--- src/rtl/gate_array_pkg.sv ---
// Shared op codes and combinational helpers for the gate array.
package gate_array_pkg;

    localparam int OP_W = 3;

    localparam logic [OP_W-1:0] OP_AND  = 3'd0;
    localparam logic [OP_W-1:0] OP_OR   = 3'd1;
    localparam logic [OP_W-1:0] OP_XOR  = 3'd2;
    localparam logic [OP_W-1:0] OP_NAND = 3'd3;
    localparam logic [OP_W-1:0] OP_NOR  = 3'd4;
    localparam logic [OP_W-1:0] OP_XNOR = 3'd5;

    function automatic logic op_is_legal(input logic [OP_W-1:0] op);
        return (op <= OP_XNOR);
    endfunction

    // Codes 6/7 can never reach op_cur, so the default is unreachable in practice.
    function automatic logic gate_eval(input logic [OP_W-1:0] op, input logic a, input logic b);
        logic r;
        case (op)
            OP_AND:  r = a & b;
            OP_OR:   r = a | b;
            OP_XOR:  r = a ^ b;
            OP_NAND: r = ~(a & b);
            OP_NOR:  r = ~(a | b);
            OP_XNOR: r = ~(a ^ b);
            default: r = 1'b0;
        endcase
        return r;
    endfunction

endpackage

--- src/rtl/debounce_bit.sv ---
// Two-flop pad synchroniser followed by a consecutive-cycle debounce filter.
module debounce_bit #(
    parameter int DEB_CYCLES = 4
) (
    input  logic clk,
    input  logic rst,
    input  logic pin,
    output logic stable
);

    localparam int CW = (DEB_CYCLES > 1) ? $clog2(DEB_CYCLES) : 1;

    logic          s1;
    logic          s2;
    logic [CW-1:0] cnt;

    always_ff @(posedge clk) begin
        if (rst) begin
            s1     <= 1'b0;
            s2     <= 1'b0;
            cnt    <= '0;
            stable <= 1'b0;
        end else begin
            s1 <= pin;
            s2 <= s1;
            if (s2 == stable) begin
                cnt <= '0;
            end else if (cnt == CW'(DEB_CYCLES - 1)) begin
                stable <= s2;
                cnt    <= '0;
            end else begin
                cnt <= cnt + 1'b1;
            end
        end
    end

endmodule

--- src/rtl/gate_array_sync.sv ---
// CHANNELS debounced two-input gates sharing one runtime-selectable function,
// with registered outputs, a warm-up valid flag and a saturating toggle counter.
module gate_array_sync
    import gate_array_pkg::*;
#(
    parameter int CHANNELS   = 4,
    parameter int DEB_CYCLES = 4,
    parameter int CNT_W      = 8
) (
    input  logic                clk,
    input  logic                rst,
    input  logic                en,
    input  logic [CHANNELS-1:0] a,
    input  logic [CHANNELS-1:0] b,
    input  logic [OP_W-1:0]     op_in,
    input  logic                op_load,
    output logic [CHANNELS-1:0] y,
    output logic [OP_W-1:0]     op_cur,
    output logic                op_err,
    output logic                y_valid,
    output logic [CNT_W-1:0]    toggle_cnt
);

    localparam int WW = $clog2(DEB_CYCLES + 2) + 1;

    logic [CHANNELS-1:0] a_stable;
    logic [CHANNELS-1:0] b_stable;
    logic [CHANNELS-1:0] y_next;
    logic [WW-1:0]       warm;

    for (genvar i = 0; i < CHANNELS; i++) begin : g_ch
        debounce_bit #(.DEB_CYCLES(DEB_CYCLES)) u_deb_a (
            .clk    (clk),
            .rst    (rst),
            .pin    (a[i]),
            .stable (a_stable[i])
        );
        debounce_bit #(.DEB_CYCLES(DEB_CYCLES)) u_deb_b (
            .clk    (clk),
            .rst    (rst),
            .pin    (b[i]),
            .stable (b_stable[i])
        );
        assign y_next[i] = gate_eval(op_cur, a_stable[i], b_stable[i]);
    end

    // An illegal load keeps the previous function running and only flags the error.
    always_ff @(posedge clk) begin
        if (rst) begin
            op_cur <= OP_AND;
            op_err <= 1'b0;
        end else if (op_load) begin
            if (op_is_legal(op_in)) begin
                op_cur <= op_in;
            end else begin
                op_err <= 1'b1;
            end
        end
    end

    always_ff @(posedge clk) begin
        if (rst) begin
            y          <= '0;
            toggle_cnt <= '0;
        end else if (en) begin
            y <= y_next;
            if ((y_next != y) && (toggle_cnt != {CNT_W{1'b1}})) begin
                toggle_cnt <= toggle_cnt + 1'b1;
            end
        end
    end

    // warm tracks edges since reset release; valid rises on edge DEB_CYCLES+2.
    always_ff @(posedge clk) begin
        if (rst) begin
            warm    <= '0;
            y_valid <= 1'b0;
        end else begin
            if (!y_valid) begin
                warm <= warm + 1'b1;
            end
            if (warm == WW'(DEB_CYCLES + 1)) begin
                y_valid <= 1'b1;
            end
        end
    end

endmodule
--- config.mk ---
export PLATFORM = sky130hd
export DESIGN_NAME = gate_array_sync
export DESIGN_NICKNAME = d
export VERILOG_FILES = /design/src/rtl/gate_array_pkg.sv /design/src/rtl/debounce_bit.sv /design/src/rtl/gate_array_sync.sv
export SDC_FILE = /design/constraint.sdc
export NUM_CORES = 1
export LEC_CHECK = 0
export BUFFER_PORTS_ARGS = -buffer_cell sky130_fd_sc_hd__buf_2
export CAP_MARGIN = 15
export CORE_MARGIN = 2
export CORE_UTILIZATION = 60
export CTS_BUF_LIST = sky130_fd_sc_hd__clkbuf_8
export CTS_CLUSTER_DIAMETER = 50
export DETAILED_ROUTE_END_ITERATION = 10
export PLACE_DENSITY_LB_ADDON = 0.2
export SKIP_CTS_REPAIR_TIMING = 1
export SLEW_MARGIN = 10
export SYNTH_ARGS = -nofsm -noshare
export SYNTH_HDL_FRONTEND = slang
export SYNTH_HIERARCHICAL = 1
export SYNTH_SLANG_ARGS = --single-unit
--- constraint.sdc ---
create_clock -name clk -period 2.5 [get_ports clk]
set_input_delay 0.375 -clock clk [delete_from_list [all_inputs] [get_ports clk]]
set_output_delay 0.375 -clock clk [all_outputs]
set_load 0.05 [all_outputs]
==> qor.csv <==
metric,value,unit
H-tree lvl count,3,
largest net degree at the start of global routing,41,
Total GRT Usage,0.188,
post-route setup slack,211,ps
multi-input logic area,1400,sq um
io pins,32,
unrepaired setup endpoints after global routing,no,
Row Count,24,
worst hold-check path type,input port to register,
gpl congestion,0.740,
worst reg-to-reg setup slack,210,ps
Tcrit/Tclk final,0.916,
#FFs+latches synth,61,
r2r startpoint,g_ch[0].u_deb_a/stable,
Setup crit start kind,register,
first drt pass iteration count,4,
"Avg Cell Area, Syn",10.7,sq um
Num CTS Buffers,9,
synth top area cells,"dfxtp_1, ha_1, nor2b_1",
Worst path slowest cell,dfxtp_1,
initial antenna violation count,0,
Worst EP arrival,2500,ps
worst path required time,2710,ps
drt wl/cell,12.1,um
Die Ht,71.0,um
max cap viols,0,
cell taking the most area after synthesis,dfxtp_1,
combinational share of power,0.111,
Worst Setup SP,g_ch[0].u_deb_a/stable,
Die X,71.0,um
sw frac,0.250,
nets@finish,327,
clk_lat worst skew,330,ps
CTS max path bufs,2,
"critical path, cell by cell",inv_1 -> ha_1 -> mux2i_1 -> o22ai_1 -> nor2_1 -> xor2_1 -> a41oi_4 -> nand4_1 -> mux2_1,
clk slew on worst S/H paths,60,ps
fill count,339,
Syn Inst Count,252,
Port Buffers,31,
post-layout util,0.712,
Yosys top cell area share,0.453,
DP Worst Slack,162,ps
"Hold Violations, Final",0,
"wirelength, routed",4.21,mm
root buffer cell,clkbuf_8,
layout cells sized above 1,0.230,
pwr/cell area,642,nW/um^2
vias in the first global route,1748,
DP HPWL,2.95,mm
DR DRC count,0,
worst slew pin tran,509,ps
largest vdd supply drop,0.460,mV
Final Skew,6.25,ps
Rel. slew slack,0.660,
max incr delay on CP,380,ps
crit-path leading delay family,multiplexers,
DR iter-0 viols,70,
Reg area,1220,sq um
Reg power frac,0.521,
global-route wire length before repair,7.36,mm
CP Buf/Inv Count,1,
"Seq/Total Area, Yosys",0.453,
post-DR vias/cell,5.27,
f_max,437,MHz
remaining antenna violation count,0,
status,finished clean,
Die ar.,5040,sq um
Starting Density,0.619,
warnings from Yosys,6,
# diodes,0,
Post-Syn Area,2690,sq um
clock power share,0.368,
final period demand of the worst path,2290,ps
Psw,498,uW
final setup fails,0,
gr ovfl total,0,
Int Pwr,1.49,mW
Slew Limit Fails,0,
total number of vias,1835,
CTS tree,yes,
Mapped Nets,286,
static leakage,1.29,nW
Setup crit end kind,register,
critical path class,register to register,
Setup Total Neg Slack,0,ps
post-synthesis cell type count,38,
"critical path fanouts, max",8,
total core area,4350,sq um
Num Clock Sinks,61,
hold path start,b[3],
Area Overhead vs Synth,15.0,%
worst reg2reg max path: stages, from the launching register on:
cell     delay, ps
dfxtp_1        380
inv_1           60
ha_1           320
mux2i_1        160
o22ai_1        100
nor2_1         190
xor2_1         260
a41oi_4        220
nand4_1        160
mux2_1         330
layer usage:
layer  up-vias  share of wire  global-route usage
met4         0          0.014               0.107
met2        31           0.47               0.303
met3         7          0.035              0.0613
li1        953              -                   -
met1       844           0.48               0.220
met5         -              0                   0
per-stage QoR:
step / hold slack (ps) / total power [mW] / area (sq um) / std cells
final: 254 / 1.99 / 3100 / 348
after global routing: 243 / 2.08 / 3100 / 348
after CTS: 231 / 2.01 / 3090 / 347
after detailed placement: 424 / 1.28 / 2930 / 333
after global placement: 417 / 1.27 / 2930 / 333
after floorplan: 404 / 1.21 / 2690 / 252
kinds of logic after synthesis:
logic type      Yosys count  synth area share
fa+ha+maj                19            0.0882
buf+inv                  15            0.0269
simple gates             98             0.223
flops                    61             0.453
mux                      21            0.0859
xor+xnor                 16            0.0548
compound gates           22            0.0674
state kept, by name, indices dropped and copies added (netlist names):
name	cells
g_ch.u_deb_a/cnt	8
g_ch.u_deb_a/s1	4
g_ch.u_deb_a/s2	4
g_ch.u_deb_a/stable	4
g_ch.u_deb_b/cnt	8
g_ch.u_deb_b/s1	4
g_ch.u_deb_b/s2	4
g_ch.u_deb_b/stable	4
op_cur	3
op_err	1
toggle_cnt	8
warm	4
y	4
y_valid	1
area by class of cell:
cell class / count / share of cell area
sequential: 61 / 0.394
multi-input combinational: 176 / 0.452
clock buffer: 11 / 0.0488
inverter: 10 / 0.0121
tap: 52 / 0.0210
timing repair buffer: 35 / 0.0678
clock inverter: 3 / 0.00444
path summary, 6_finish.rpt:
path	end	cells past startpoint
max	toggle_cnt[4]	9
min	g_ch[3].u_deb_b/s1	2
max reg2reg	toggle_cnt[4]	9
min reg2reg	g_ch[2].u_deb_b/cnt[0]	1
power groups by stage:
stage / combinational, mW / clock [mW] / sequential [mW]
after floorplan: 0.115 / 0 / 1.10
after global placement: 0.215 / 0 / 1.06
after detailed placement: 0.219 / 0 / 1.06
after CTS: 0.220 / 0.759 / 1.04
after global routing: 0.243 / 0.794 / 1.04
final: 0.222 / 0.732 / 1.04
Yosys cell counts, drive strengths merged:
master,n
dfxtp,61
nand4,4
inv,10
clkbuf,2
nand2b,9
nor4b,8
mux2i,13
nand2,4
nor2,33
nor2b,23
a41oi,1
nor4,8
nand4b,1
o22ai,4
or2,1
a31oi,2
buf,3
a21oi,7
a21bo,1
and3,2
a211oi,5
nand3b,1
nor3,2
nand3,2
xor2,5
a31o,1
o21ai,1
xnor2,11
mux2,8
ha,19
cells in the final DEF (no fill, tap or decap), types with 5 or more instances in the layout:
cell type / netlist / routed
nor4b_2: 8 / 8
mux2i_1: 13 / 13
ha_1: 19 / 19
dfxtp_1: 61 / 61
nor2_1: 32 / 32
nand2b_1: 8 / 8
nor4_1: 8 / 8
buf_2: 0 / 31
xnor2_1: 11 / 11
inv_1: 10 / 11
mux2_1: 5 / 5
nor2b_1: 23 / 23
a21oi_1: 6 / 6
clkbuf_8: 0 / 11
a211oi_1: 5 / 5
Power figures use the tool's default switching activity.
